[src/rtl/dds_pkg.sv]
// Shared types and reset defaults for the DDS voice bank.
// Waveform codes, per-voice config bundle and scan FSM states.
package dds_pkg;

   localparam logic [2:0] FORM_SAW   = 3'b000;
   localparam logic [2:0] FORM_PULSE = 3'b001;
   localparam logic [2:0] FORM_TRI   = 3'b010;

   localparam logic [7:0] RST_NOTE = 8'd69;
   localparam logic [2:0] RST_FORM = FORM_TRI;
   localparam logic [6:0] RST_PW   = 7'd64;

   typedef enum logic [1:0] {
      ST_IDLE,
      ST_LOOKUP,
      ST_ACC,
      ST_DONE
   } dds_state_e;

   typedef struct packed {
      logic [7:0] note;
      logic [2:0] form;
      logic [6:0] pw;
      logic       gate;
   } voice_cfg_t;

   localparam voice_cfg_t RST_CFG = '{
      note: RST_NOTE,
      form: RST_FORM,
      pw:   RST_PW,
      gate: 1'b0
   };

   // Notes above the MIDI range behave as the top note.
   function automatic logic [7:0] clamp_note(input logic [7:0] n);
      return n[7] ? 8'd127 : n;
   endfunction

endpackage

[src/rtl/dds_note_lut.sv]
// MIDI note to phase increment, one register stage.
// Top-octave table built at elaboration; lower octaves by right shift.
module dds_note_lut
   import dds_pkg::*;
#(
   parameter int PHASE_W    = 32,
   parameter int SAMPLE_DIV = 1024,
   parameter int F_CLK_HZ   = 50_000_000
) (
   input  logic               CLK,
   input  logic               RESET_N,
   input  logic [7:0]         note,
   output logic [PHASE_W-1:0] inc
);

   logic [PHASE_W-1:0] base [16];

   // Notes 120..131: 440 Hz * 2^((n-69)/12), scaled to one sample period.
   for (genvar s = 0; s < 12; s++) begin : g_base
      localparam real FREQ =
         440.0 * 2.0 ** ((51.0 + s) / 12.0);
      localparam real INC_R =
         FREQ * (2.0 ** PHASE_W) * SAMPLE_DIV / F_CLK_HZ;
      localparam longint INC_I = longint'(INC_R);
      localparam longint HALF = longint'(1) << (PHASE_W - 1);
      if (s == 11 && INC_I >= HALF) begin : g_too_fast
         $error("dds_note_lut: top note increment too large");
      end
      assign base[s] = INC_I[PHASE_W-1:0];
   end

   for (genvar s = 12; s < 16; s++) begin : g_pad
      assign base[s] = '0;
   end

   logic [7:0]         note_c;
   logic [3:0]         semi;
   logic [3:0]         oct;
   logic [PHASE_W-1:0] inc_d;
   logic [PHASE_W-1:0] inc_q;

   // Split the clamped note into semitone and octave, shift the base.
   always_comb begin
      note_c = clamp_note(note);
      semi   = 4'(note_c % 8'd12);
      oct    = 4'(note_c / 8'd12);
      inc_d  = base[semi] >> (4'd10 - oct);
   end

   // Register the increment so it is stable through the ACC cycle.
   always_ff @(posedge CLK or negedge RESET_N) begin
      if (!RESET_N) begin
         inc_q <= '0;
      end else begin
         inc_q <= inc_d;
      end
   end

   assign inc = inc_q;

endmodule

[src/rtl/dds_voice_bank.sv]
// Time-multiplexed polyphonic DDS bank with one shared phase engine.
// Each sample period scans all voices and emits a summed sample.
module dds_voice_bank
   import dds_pkg::*;
#(
   parameter int VOICES     = 4,
   parameter int PHASE_W    = 32,
   parameter int OUT_W      = 16,
   parameter int SAMPLE_DIV = 1024,
   parameter int F_CLK_HZ   = 50_000_000,
   localparam int VW = (VOICES > 1) ? $clog2(VOICES) : 1,
   localparam int MW = OUT_W + $clog2(VOICES)
) (
   input  logic                 CLK,
   input  logic                 RESET_N,
   input  logic                 cfg_we,
   input  logic [VW-1:0]        cfg_voice,
   input  logic [7:0]           cfg_note,
   input  logic [2:0]           cfg_form,
   input  logic [6:0]           cfg_pw,
   input  logic                 cfg_gate,
   output logic                 sample_strobe,
   output logic signed [MW-1:0] mix_out
);

   localparam int CW = $clog2(SAMPLE_DIV);

   localparam logic [OUT_W-1:0] POS =
      {1'b0, {(OUT_W-1){1'b1}}};
   localparam logic [OUT_W-1:0] NEG =
      {1'b1, {(OUT_W-2){1'b0}}, 1'b1};

   if (VOICES < 1 || OUT_W < 8 || OUT_W > PHASE_W ||
       SAMPLE_DIV < 2 * VOICES + 2) begin : g_bad_cfg
      $error("dds_voice_bank: illegal parameter set");
   end

   logic [CW-1:0] div_q, div_d;
   logic          tc;

   voice_cfg_t stg_q [VOICES];
   voice_cfg_t stg_d [VOICES];
   voice_cfg_t act_q [VOICES];
   voice_cfg_t act_d [VOICES];
   voice_cfg_t wr_cfg;

   logic [PHASE_W-1:0] phase_q [VOICES];
   logic [PHASE_W-1:0] phase_d [VOICES];

   dds_state_e state_q, state_d;
   logic [VW-1:0]        vidx_q, vidx_d;
   logic signed [MW-1:0] mix_acc_q, mix_acc_d;
   logic signed [MW-1:0] mix_out_q, mix_out_d;
   logic                 strobe_q, strobe_d;

   voice_cfg_t           cur;
   logic [PHASE_W-1:0]   cur_phase;
   logic [PHASE_W-1:0]   inc;
   logic [OUT_W-1:0]     p;
   logic [OUT_W-1:0]     p2;
   logic [OUT_W-1:0]     tv;
   logic signed [OUT_W-1:0] smp_s;
   logic signed [MW-1:0] smp_x;
   logic signed [MW-1:0] mix_add;
   logic                 last;

   // Sample-period divider; TC starts a scan.
   always_comb begin
      tc    = (div_q == CW'(SAMPLE_DIV - 1));
      div_d = tc ? '0 : div_q + CW'(1);
   end

   // Staging takes writes; active reloads at TC with the write bypassed.
   always_comb begin
      wr_cfg = '{
         note: cfg_note,
         form: cfg_form,
         pw:   cfg_pw,
         gate: cfg_gate
      };
      stg_d = stg_q;
      for (int v = 0; v < VOICES; v++) begin
         if (cfg_we && cfg_voice == VW'(v)) begin
            stg_d[v] = wr_cfg;
         end
      end
      act_d = act_q;
      if (tc) begin
         act_d = stg_d;
      end
   end

   dds_note_lut #(
      .PHASE_W    (PHASE_W),
      .SAMPLE_DIV (SAMPLE_DIV),
      .F_CLK_HZ   (F_CLK_HZ)
   ) u_lut (
      .CLK     (CLK),
      .RESET_N (RESET_N),
      .note    (act_q[vidx_q].note),
      .inc     (inc)
   );

   // Waveform of the voice under scan, taken from its old phase.
   always_comb begin
      cur       = act_q[vidx_q];
      cur_phase = phase_q[vidx_q];
      p         = cur_phase[PHASE_W-1 -: OUT_W];
      p2        = p << 1;
      tv        = p[OUT_W-1] ? ~p2 : p2;
      smp_s     = '0;
      unique case (cur.form)
         FORM_SAW:   smp_s = {~p[OUT_W-1], p[OUT_W-2:0]};
         FORM_PULSE: smp_s =
            (cur_phase[PHASE_W-1 -: 7] < cur.pw) ? POS : NEG;
         FORM_TRI:   smp_s = {~tv[OUT_W-1], tv[OUT_W-2:0]};
         default:    smp_s = '0;
      endcase
      if (!cur.gate) begin
         smp_s = '0;
      end
      smp_x   = MW'(smp_s);
      mix_add = mix_acc_q + smp_x;
      last    = (vidx_q == VW'(VOICES - 1));
   end

   // Scan FSM: LOOKUP/ACC per voice, then publish the mix.
   always_comb begin
      state_d   = state_q;
      vidx_d    = vidx_q;
      mix_acc_d = mix_acc_q;
      mix_out_d = mix_out_q;
      strobe_d  = 1'b0;
      phase_d   = phase_q;
      unique case (state_q)
         ST_IDLE: begin
            if (tc) begin
               state_d   = ST_LOOKUP;
               vidx_d    = '0;
               mix_acc_d = '0;
            end
         end
         ST_LOOKUP: begin
            state_d = ST_ACC;
         end
         ST_ACC: begin
            mix_acc_d = mix_add;
            phase_d[vidx_q] =
               cur.gate ? cur_phase + inc : '0;
            if (last) begin
               state_d   = ST_DONE;
               mix_out_d = mix_add;
               strobe_d  = 1'b1;
            end else begin
               state_d = ST_LOOKUP;
               vidx_d  = vidx_q + VW'(1);
            end
         end
         ST_DONE: begin
            state_d = ST_IDLE;
         end
         default: begin
            state_d = ST_IDLE;
         end
      endcase
   end

   // Divider and voice configuration registers.
   always_ff @(posedge CLK or negedge RESET_N) begin
      if (!RESET_N) begin
         div_q <= '0;
         for (int v = 0; v < VOICES; v++) begin
            stg_q[v] <= RST_CFG;
            act_q[v] <= RST_CFG;
         end
      end else begin
         div_q <= div_d;
         stg_q <= stg_d;
         act_q <= act_d;
      end
   end

   // Scan state, phases and registered outputs.
   always_ff @(posedge CLK or negedge RESET_N) begin
      if (!RESET_N) begin
         state_q   <= ST_IDLE;
         vidx_q    <= '0;
         mix_acc_q <= '0;
         mix_out_q <= '0;
         strobe_q  <= 1'b0;
         for (int v = 0; v < VOICES; v++) begin
            phase_q[v] <= '0;
         end
      end else begin
         state_q   <= state_d;
         vidx_q    <= vidx_d;
         mix_acc_q <= mix_acc_d;
         mix_out_q <= mix_out_d;
         strobe_q  <= strobe_d;
         phase_q   <= phase_d;
      end
   end

   assign sample_strobe = strobe_q;
   assign mix_out       = mix_out_q;

endmodule

[config.mk]
export PLATFORM = sky130hd
export DESIGN_NAME = dds_voice_bank
export DESIGN_NICKNAME = d
export VERILOG_FILES = /design/src/rtl/dds_pkg.sv /design/src/rtl/dds_note_lut.sv /design/src/rtl/dds_voice_bank.sv
export SDC_FILE = /design/constraint.sdc
export NUM_CORES = 1
export LEC_CHECK = 0
export CAP_MARGIN = 5
export CELL_PAD_IN_SITES_DETAIL_PLACEMENT = 2
export CELL_PAD_IN_SITES_GLOBAL_PLACEMENT = 2
export CORE_MARGIN = 10
export CORE_UTILIZATION = 45
export CTS_CLUSTER_DIAMETER = 120
export DETAILED_ROUTE_END_ITERATION = 8
export DONT_BUFFER_PORTS = 1
export PLACE_DENSITY_LB_ADDON = 0.08
export SYNTH_ARGS = -nofsm -noshare
export SYNTH_HDL_FRONTEND = slang
export SYNTH_SLANG_ARGS = --single-unit
[constraint.sdc]
create_clock -name CLK -period 15.95 [get_ports CLK]
set_input_delay 4.785 -clock CLK [delete_from_list [all_inputs] [get_ports CLK]]
set_output_delay 4.785 -clock CLK [all_outputs]
set_load 0.05 [all_outputs]
==> results.py, run 1 <==
metrics = {
    "placed_design": {
        "io_buffer_count": 0,
        "place_congestion": 0.885,
        "place_inst": 2411,
        "dp_hpwl_um": 41700,
    },
    "pwr": {
        "total_leakage_power_nw": 9.63,
        "p_per_area_nw_per_um2": 93.3,
        "peakVddDrop_mv": 0.105,
        "power.total_w": 0.00206,
    },
    "clocking": {
        "cts_hold_buf": 0,
        "cts_resized": 0,
        "root_buffer": "clkbuf_16",
        "cts.path.max_buffers": 3,
        "clock_sinks": 362,
        "cts.htree.levels": 2,
        "clk_pin_slew_ps": 70,
        "cts_tree": "done",
        "postCtsSetupBuffers": 0,
        "cts_buffers": 43,
        "insertion_delay_ps": 590,
    },
    "critical_path": {
        "reg2reg_from": "vidx_q[0]$_DFFE_PN0P_",
        "cp.required_ps": 16400,
        "critical_path.endpoint_type": "flop",
        "startpoint": "vidx_q[0]$_DFFE_PN0P_",
        "critPathLaunchType": "flop",
        "cp.arrival_ps": 9240,
        "worst-path-max-fanout": 42,
        "worstSetupPathType": "flop to flop",
    },
    "sta": {
        "hold_viol": 0,
        "setup_tns_ps": 0,
        "period_share_pct": 55.1,
        "slew_headroom_pct": 37.9,
        "skew_ps": 28.8,
        "fin_crit_ps": 8790,
        "max_freq_mhz": 114,
        "setup_violations": 0,
        "slew_viol_final": 0,
        "tightest_slew_ps": 932,
        "rsz0062_at_grt": "no",
    },
    "synth": {
        "yosysTopAreaCell": "dfrtp_1",
        "synth_commonest_cells": "dfrtp_1, nand2_1, mux2_2, o21ai_0, a21oi_1",
        "synth_edf_count": 0,
        "syn-cell-area_um2": 20200,
        "netlist_instances": 1914,
        "synth_area_leaders": "dfrtp_1, mux2_2, mux4_2",
        "yosysSeqAreaShare_pct": 45.0,
        "async_flop_share_pct": 100,
        "yosysUniqueCellTypes": 92,
        "synth_top_area_share_pct": 39.8,
        "synth_ff_type": "dfrtp_1",
        "post-synth-top-count-cell": "dfrtp_1",
        "synth-seq-cells": 362,
        "synthesis.nets": 2010,
        "avgSynthCellArea_um2": 10.6,
        "yosysWarnings": 0,
    },
    "die": {
        "die_area_um2": 53800,
        "fp.dieW_um": 232,
        "rows": 77,
        "num_io_pins": 43,
        "initial_core_util_pct": 45.6,
        "die_h_um": 232,
        "core_region_area_um2": 44300,
    },
    "cells_and_area": {
        "syn_to_final_growth_pct": 9.36,
        "fin_cells": 2488,
        "antenna_cells": 0,
        "final_nets": 1960,
        "layout-drive-gt1-share_pct": 20.9,
    },
    "grt": {
        "gr-total-overflow": 0,
        "grt_first_pass_wirelength_um": 106000,
        "grt_max_degree": 363,
        "grt_usage_pct": 25.0,
        "grt_pass1_vias": 17200,
        "antenna_found_initial": 0,
    },
    "drt": {
        "viasPerCell": 6.22,
        "vias": 15500,
        "wirelength_um": 66900,
        "ant_nets": 0,
        "dr.pass1.iters": 5,
        "drt_iter0_drc": 943,
        "drc_errors": 0,
        "detail_route.wl_per_cell_um": 26.9,
    },
    "hold_path": {
        "min_path_type": "flop to flop",
        "min_from": "phase_q[113]$_DFFE_PN0P_",
    },
    "flow_run": {
        "maxCapViolCount": 0,
    },
    "outcome": {
        "status": "finished, final reports clean",
    },
}
-- stage by stage --
stage          setup WS [ps]  area (µm²)  util, %  hold slack, ps
2_1_floorplan           8900       20200        -             441
3_3_place_gp            7880       20700     46.7             455
3_5_place_dp            7560       20700     46.7             467
4_1_cts                 7320       22100     49.9             482
5_1_grt                 6620       22100     49.9             511
6_report                7160       22100     49.9             479
-- metal layers --
layer	routed length (µm)	GRT usage, %
met5	0	0
met4	1860	7.84
met3	2580	3.47
met2	33200	42.3
met1	29300	32.6
-- cell type report --
cell class | instances | area, µm²
tap | 592 | 741
sequential | 362 | 9110
clock inverter | 14 | 168
multi-input combinational | 1387 | 10500
inverter | 47 | 176
timing repair buffer | 23 | 173
fill | 4420 | 22200
clock buffer | 63 | 1270
-- worst max-delay path, stage by stage (launching register included) --
cell and delay [ps]:
dfrtp_4 840, mux4_2 760, nor2_1 340, inv_1 90
ha_1 390, nor2_1 290, a31oi_1 200, and2_1 280
o32a_1 410, nand2_2 150, inv_2 110, xnor2_1 150
ha_1 260, inv_1 90, o31a_1 200, a21oi_1 200
a21oi_4 640, inv_2 490, ha_1 440, buf_4 270
inv_1 690, nor4_1 160, a41o_1 250, a211oi_1 390
o22ai_1 160, a211o_1 290
-- state kept, by name (all words and copies together), names as in the netlist --
register	count
act_q	76
div_q	10
mix_acc_q	18
mix_out	18
phase_q	128
sample_strobe	1
state_q	2
stg_q	76
u_lut.inc	31
vidx_q	2
-- power by group --
group          internal, W  switching (W)
logic            0.0000308      0.0000303
registers         0.000962      0.0000142
clock network     0.000602       0.000424
-- final timing paths --
path / end / cells past startpoint / slack [ps]
hold / removal: phase_q[113]$_DFFE_PN0P_ / 2 / 480
min in group asynchronous: mix_acc_q[3]$_DFFE_PN0P_ / 0 / 3890
setup / recovery: u_lut.inc[5]$_DFF_PN0_ / 25 / 7160
hold reg to reg: phase_q[113]$_DFFE_PN0P_ / 2 / 480
setup reg to reg: u_lut.inc[5]$_DFF_PN0_ / 25 / 7160
max in group asynchronous: vidx_q[1]$_DFFE_PN0P_ / 0 / 11240
-- placed cells by master, fill, tap and decap left out, types with 44 or more instances in the layout --
cell type and n:
a21oi_1 84, mux2_2 167, dfrtp_1 320, o21ai_0 161, clkbuf_16 44, nand2_1 258, nor2_1 81, xnor2_1 48
ha_1 70, mux4_2 52
-- logic make-up after synthesis --
| family | after synthesis | synth area share, % |
|---|---|---|
| flip-flops | 362 | 45.0 |
| adder cells (fa/ha/maj) | 72 | 4.53 |
| AO/OA/AOI/OAI | 512 | 16.9 |
| AND/OR/NAND/NOR | 488 | 10.8 |
| buffers and inverters | 165 | 3.34 |
| XOR/XNOR | 66 | 2.86 |
| multiplexers | 249 | 16.6 |
Power figures use the tool's default switching activity.
==> inputs of run 2 (changes only) <==
--- a/config.mk
+++ b/config.mk
@@ -5,11 +5,12 @@
 export SDC_FILE = /design/constraint.sdc
 export NUM_CORES = 1
 export LEC_CHECK = 0
+export ABC_AREA = 1
 export CAP_MARGIN = 5
 export CELL_PAD_IN_SITES_DETAIL_PLACEMENT = 2
 export CELL_PAD_IN_SITES_GLOBAL_PLACEMENT = 2
 export CORE_MARGIN = 10
-export CORE_UTILIZATION = 45
+export CORE_UTILIZATION = 39
 export CTS_CLUSTER_DIAMETER = 120
 export DETAILED_ROUTE_END_ITERATION = 8
 export DONT_BUFFER_PORTS = 1
==> constraint.sdc (replaced) <==
create_clock -name CLK -period 9 [get_ports CLK]
set_input_delay 2.7 -clock CLK [delete_from_list [all_inputs] [get_ports CLK]]
set_output_delay 2.7 -clock CLK [all_outputs]
set_load 0.05 [all_outputs]
==> run 2 against run 1 <==
Effect of this change: die area rose by 12%; clock power up 85%; sequential power increased by 75%; global-route usage down 2.9 points; setup slack got worse by 5700 ps; non-clock buffer count grew 2; first-iteration DRC count is 5.3% lower; total power rose by 79%; routed wire length decreased by 0.63%; highest routed layer unchanged; critical path depth up 3; critical path type unchanged; critical endpoint is now u_lut.inc[8]$_DFF_PN0_; final cell count increased by 26%; via count is 13% higher.
==> results.py, run 2 <==
metrics = {
    "outcome": {
        "status": "finished, final reports clean",
    },
    "pwr": {
        "peakVddDrop_mv": 0.155,
        "total_leakage_power_nw": 10.4,
        "p_per_area_nw_per_um2": 169,
    },
    "critical_path": {
        "slowest_delay_ps": 840,
        "cp.arrival_ps": 8010,
        "reg2reg_from": "vidx_q[0]$_DFFE_PN0P_",
        "worst-path-max-fanout": 54,
        "crit_end": "u_lut.inc[8]$_DFF_PN0_",
        "cp.required_ps": 9450,
        "crit_path_frequent_cell": "nand3_1",
        "timing.rr.end": "u_lut.inc[8]$_DFF_PN0_",
        "worstSetupPathType": "flop to flop",
        "crit_path_top_delay_cell": "dfrtp_4",
        "r2r_slack_ps": 1440,
        "critical_path.endpoint_type": "flop",
        "critPathLaunchType": "flop",
        "worst-r2r-cell-count": 28,
        "startpoint": "vidx_q[0]$_DFFE_PN0P_",
    },
    "synth": {
        "post-synth-top-count-cell": "nand2_1",
        "synth-seq-cells": 362,
        "async_flop_share_pct": 100,
        "syn-cell-area_um2": 19800,
        "yosysSeqAreaShare_pct": 45.9,
        "synth_edf_count": 0,
        "synth_ff_type": "dfrtp_1",
        "yosysUniqueCellTypes": 61,
        "yosysWarnings": 0,
        "synth_area_leaders": "dfrtp_1, nand2_1, o21ai_0",
        "netlist_instances": 2494,
        "avgSynthCellArea_um2": 7.95,
        "synth_commonest_cells": "nand2_1, o21ai_0, dfrtp_1, nand3_1, inv_1",
        "synth_top_area_share_pct": 40.6,
        "synthesis.nets": 2590,
        "yosysTopAreaCell": "dfrtp_1",
    },
    "sta": {
        "holdWs_ps": 468,
        "slew_headroom_pct": 26.5,
        "setup_tns_ps": 0,
        "tightest_slew_ps": 1100,
        "max_freq_mhz": 132,
        "slew_viol_final": 0,
        "hold_viol": 0,
        "setup_violations": 0,
        "period_share_pct": 83.9,
        "skew_ps": 36.7,
        "fin_crit_ps": 7560,
        "setup_slack_ps": 1440,
        "rsz0062_at_grt": "no",
    },
    "flow_run": {
        "maxCapViolCount": 0,
    },
    "clocking": {
        "cts_buffers": 44,
        "cts_tree": "done",
        "clock_sinks": 362,
        "insertion_delay_ps": 600,
        "root_buffer": "clkbuf_16",
        "postCtsSetupBuffers": 0,
        "clk_pin_slew_ps": 70,
        "cts.htree.levels": 2,
        "cts_resized": 0,
        "cts_hold_buf": 0,
        "cts.path.max_buffers": 3,
    },
    "die": {
        "die_h_um": 245,
        "fp.dieW_um": 245,
        "core_region_area_um2": 50200,
        "rows": 82,
        "num_io_pins": 43,
        "initial_core_util_pct": 39.5,
        "die_area_um2": 60300,
    },
    "drt": {
        "detail_route.wl_per_cell_um": 21.2,
        "wirelength_um": 66500,
        "wl_met3_um": 1640,
        "top_layer_used": "met4",
        "wl_met1_um": 29900,
        "drc_errors": 0,
        "drt_iter0_drc": 893,
        "dr.pass1.iters": 5,
        "viasPerCell": 5.57,
        "ant_nets": 0,
        "vias": 17500,
        "wl_met2_um": 33000,
    },
    "cells_and_area": {
        "reg_top3": "phase_q (128), act_q (76), stg_q (76)",
        "syn_to_final_growth_pct": 10.1,
        "utilization_pct": 43.5,
        "register_area_um2": 9110,
        "regMostFlops": "phase_q",
        "final_nets": 2527,
        "multiInputGateArea_um2": 9500,
        "fin_cells": 3138,
        "final_common_cell": "nand2_1",
        "largest_register_ffs": 128,
        "layout-drive-gt1-share_pct": 9.85,
        "fillers": 5688,
        "antenna_cells": 0,
        "final_cell_mix": "nand2_1, o21ai_0, dfrtp_1",
    },
    "placed_design": {
        "place_inst": 3057,
        "post-place-ws_ps": 1450,
        "place_congestion": 0.876,
        "dp_hpwl_um": 44300,
        "io_buffer_count": 0,
    },
    "grt": {
        "gr-total-overflow": 0,
        "grt_pass1_vias": 19300,
        "grt_max_degree": 363,
        "grt_first_pass_wirelength_um": 108000,
        "antenna_found_initial": 1,
        "grt_usage_pct": 22.1,
    },
    "hold_path": {
        "min_path_type": "flop to flop",
    },
}
-- run 2: cell count changes after synthesis, moves of 26 or more --
cell / change
a21oi_1: +54
mux2i_1: -29
xnor2_1: -44
mux4_2: -52
nand3_1: +231
o21ai_0: +200
nand2_1: +425
inv_1: +119
nand3_2: +27
mux2_2: -167
a21o_1: -26
-- run 2: report_power, final --
group          internal (W)  total (W)  switching [W]
clock network       0.00115    0.00191       0.000755
logic             0.0000236  0.0000814      0.0000578
registers           0.00169    0.00171      0.0000154
total               0.00287    0.00370       0.000829
-- run 2: cell families after synthesis --
logic type,share of synthesized area (%)
buffers and inverters,6.27
adders and majority gates,4.62
DFF,45.9
xor gates and xnor gates,1.05
AOI/OAI and AO/OA,15.9
and+or+nand+nor,26.2
-- run 2: stage by stage --
| step | power, W | cell area [µm²] |
|---|---|---|
| 5_1_grt | 0.00382 | 21800 |
| 6_report | 0.00370 | 21800 |
| 2_1_floorplan | 0.00179 | 19800 |
| 3_5_place_dp | 0.00182 | 20300 |
| 3_3_place_gp | 0.00181 | 20300 |
| 4_1_cts | 0.00374 | 21800 |
-- run 2: worst min-delay path by stage --
stage,from,end,cells after the start
floorplan,act_q[12]$_DFFE_PN0P_,act_q[12]$_DFFE_PN0P_,2
global placement,act_q[29]$_DFFE_PN0P_,act_q[29]$_DFFE_PN0P_,2
detailed placement,act_q[47]$_DFFE_PN1P_,act_q[47]$_DFFE_PN1P_,2
CTS,act_q[28]$_DFFE_PN1P_,act_q[28]$_DFFE_PN1P_,2
global route,act_q[28]$_DFFE_PN1P_,act_q[28]$_DFFE_PN1P_,2
finish,act_q[28]$_DFFE_PN1P_,act_q[28]$_DFFE_PN1P_,2
-- run 2: cell type report --
cell class | count | area share (%)
clock buffer | 65 | 5.77
clock inverter | 16 | 1.32
inverter | 169 | 2.91
multi-input combinational | 1829 | 43.5
sequential | 362 | 41.7
tap | 672 | 3.85
timing repair buffer | 25 | 0.917
-- run 2: layer usage --
layer | vias to the layer above | GRT usage [%]
li1 | 8216 | -
met1 | 8970 | 28.1
met4 | 0 | 7.24
met3 | 110 | 2.36
met5 | - | 0
met2 | 191 | 38.6
-- run 2: critical path, delay by kind of cell (launching register included) --
| family | cells | cell delay, ps |
|---|---|---|
| flip-flops | 1 | 840 |
| AND/OR/NAND/NOR | 18 | 3120 |
| buffers and inverters | 5 | 2020 |
| AO/OA/AOI/OAI | 1 | 240 |
| adder cells (fa/ha/maj) | 3 | 920 |
| XOR/XNOR | 1 | 180 |
==> inputs of run 3 (changes only) <==
--- a/config.mk
+++ b/config.mk
@@ -10,7 +10,7 @@
 export CELL_PAD_IN_SITES_DETAIL_PLACEMENT = 2
 export CELL_PAD_IN_SITES_GLOBAL_PLACEMENT = 2
 export CORE_MARGIN = 10
-export CORE_UTILIZATION = 39
+export CORE_UTILIZATION = 35
 export CTS_CLUSTER_DIAMETER = 120
 export DETAILED_ROUTE_END_ITERATION = 8
 export DONT_BUFFER_PORTS = 1
==> constraint.sdc (replaced) <==
create_clock -name CLK -period 6.6 [get_ports CLK]
set_input_delay 1.98 -clock CLK [delete_from_list [all_inputs] [get_ports CLK]]
set_output_delay 1.98 -clock CLK [all_outputs]
set_load 0.05 [all_outputs]
==> run 3 against run 2 <==
Effect of this change: sequential power up 36%; critical path depth fell by 1; clock skew fell by 14 ps; fmax up 26%; sequential share of layout area shrank 0.33 points; via count is 1.5% lower; final cell count is 3.4% higher; total power grew 32%; die area grew 10%; largest power group unchanged.
==> results.py, run 3 (same netlist as run 2, synthesis figures left out) <==
metrics = {
    "drt": {
        "detail_route.wl_per_cell_um": 20.4,
        "drt_iter0_drc": 964,
        "dr.pass1.iters": 5,
        "drc_errors": 0,
        "vias": 17200,
        "wirelength_um": 66300,
        "ant_nets": 0,
        "viasPerCell": 5.31,
    },
    "pwr": {
        "total_leakage_power_nw": 10.4,
        "p_per_area_nw_per_um2": 222,
        "peakVddDrop_mv": 0.173,
    },
    "clocking": {
        "root_buffer": "clkbuf_16",
        "cts.htree.levels": 2,
        "cts_tree": "done",
        "cts.path.max_buffers": 3,
        "cts_buffers": 45,
        "insertion_delay_ps": 590,
        "clock_sinks": 362,
        "clk_pin_slew_ps": 60,
    },
    "sta": {
        "rsz0062_at_grt": "no",
        "skew_ps": 22.6,
        "max_freq_mhz": 166,
        "period_share_pct": 91.0,
        "slew_viol_final": 0,
        "slew_headroom_pct": 27.3,
        "setup_tns_ps": 0,
        "setup_violations": 0,
        "hold_viol": 0,
        "holdWs_ps": 465,
        "tightest_slew_ps": 1090,
        "fin_crit_ps": 6010,
    },
    "hold_path": {
        "hold_depth": 2,
        "min_from": "act_q[26]$_DFFE_PN1P_",
        "min_to": "act_q[26]$_DFFE_PN1P_",
        "min_path_type": "flop to flop",
    },
    "cells_and_area": {
        "regMostFlops": "phase_q",
        "layout-drive-gt1-share_pct": 10.7,
        "final_cell_mix": "nand2_1, o21ai_0, dfrtp_1",
        "reg_top3": "phase_q (128), act_q (76), stg_q (76)",
        "antenna_cells": 0,
        "fillers": 6458,
        "largest_register_ffs": 128,
        "register_area_um2": 9110,
        "syn_to_final_growth_pct": 11.0,
        "multiInputGateArea_um2": 9500,
        "utilization_pct": 39.1,
        "final_common_cell": "nand2_1",
        "final_nets": 2548,
    },
    "grt": {
        "grt_usage_pct": 20.0,
        "gr-total-overflow": 0,
        "grt_max_degree": 363,
        "grt_pass1_vias": 19300,
        "antenna_found_initial": 1,
        "grt_first_pass_wirelength_um": 109000,
    },
    "critical_path": {
        "worst-path-max-fanout": 36,
        "cp.required_ps": 7120,
        "slowest_delay_ps": 620,
        "critical_path.endpoint_type": "flop",
        "startpoint": "vidx_q[1]$_DFFE_PN0P_",
        "timing.rr.end": "u_lut.inc[7]$_DFF_PN0_",
        "reg2reg_from": "vidx_q[1]$_DFFE_PN0P_",
        "critPathLaunchType": "flop",
        "cp.arrival_ps": 6530,
        "worst-r2r-cell-count": 27,
        "worstSetupPathType": "flop to flop",
        "r2r_slack_ps": 590,
        "crit_path_frequent_cell": "nand3_1",
        "crit_path_top_delay_cell": "clkinvlp_4",
    },
    "flow_run": {
        "maxCapViolCount": 0,
    },
    "outcome": {
        "status": "finished, final reports clean",
    },
    "die": {
        "initial_core_util_pct": 35.2,
        "die_h_um": 258,
        "core_region_area_um2": 56300,
        "die_area_um2": 66600,
        "num_io_pins": 43,
        "rows": 87,
        "fp.dieW_um": 258,
    },
    "placed_design": {
        "place_congestion": 0.846,
        "io_buffer_count": 0,
        "dp_hpwl_um": 43700,
    },
}
[run 3: cell count changes in the layout (fill, tap and decap cells not counted), sizes merged]
cell and change:
clkbuf +5, inv +1, buf +19, clkinvlp +3
bufinv -5
[run 3: layer usage]
metal	part of all wire (%)	vias to the layer above	track usage [%]	routed length, µm
met1	46	8745	26.0	30800
met2	50	145	35.0	33000
met3	2.1	71	2.28	1380
met5	0	-	0	0
met4	1.8	0	4.82	1220
li1	-	8265	-	-
[run 3: through the flow]
step | cell area, µm² | total power (W) | instances | setup WS [ps]
after floorplan | 19800 | 0.00244 | 2494 | 933
after global placement | 20500 | 0.00246 | 3155 | 810
after detailed placement | 20500 | 0.00248 | 3155 | 490
after CTS | 22000 | 0.00496 | 3239 | 444
after global routing | 22000 | 0.00509 | 3245 | 26.3
final | 22000 | 0.00488 | 3245 | 592
[run 3: worst max path at each step]
stage                              endpoint  slack [ps]  depth (start not counted)
CTS                  u_lut.inc[7]$_DFF_PN0_         440                         28
detailed placement   u_lut.inc[7]$_DFF_PN0_         490                         28
floorplan           mix_out[14]$_DFFE_PN0P_         930                         35
global placement    u_lut.inc[16]$_DFF_PN0_         810                         30
global route        u_lut.inc[21]$_DFF_PN0_          30                         27
finish               u_lut.inc[7]$_DFF_PN0_         590                         27
[run 3: final cells by class]
class	instances	share of cell area, %
Timing Repair inverter	1	0.0341
Timing Repair Buffer	44	1.61
Clock buffer	70	6.00
Tap cell	756	4.30
Clock inverter	14	0.597
Inverter	169	2.92
Multi-Input combinational cell	1829	43.1
Sequential cell	362	41.4
[run 3: timing repair]
item / 4_1_cts / 5_1_grt
hold buffers: 0 / 0
setup buffers: 0 / 5
resized for setup: 0 / 3
setup endpoints to repair: 0 / 25
[run 3: worst max-delay path: cells and delay by family, from the launching register on]
kind	cells	cell delay, ps
compound gates	1	240
simple gates	17	2540
fa+ha+maj	3	720
flops	1	370
xor+xnor	1	150
buf+inv	5	1840
[run 3: report_power, final]
| group | internal (W) | leakage [nW] | switching (W) |
|---|---|---|---|
| Sequential | 0.00231 | 4.46 | 0.0000220 |
| Clock | 0.00142 | 0.707 | 0.00102 |
| Combinational | 0.0000322 | 5.25 | 0.0000778 |
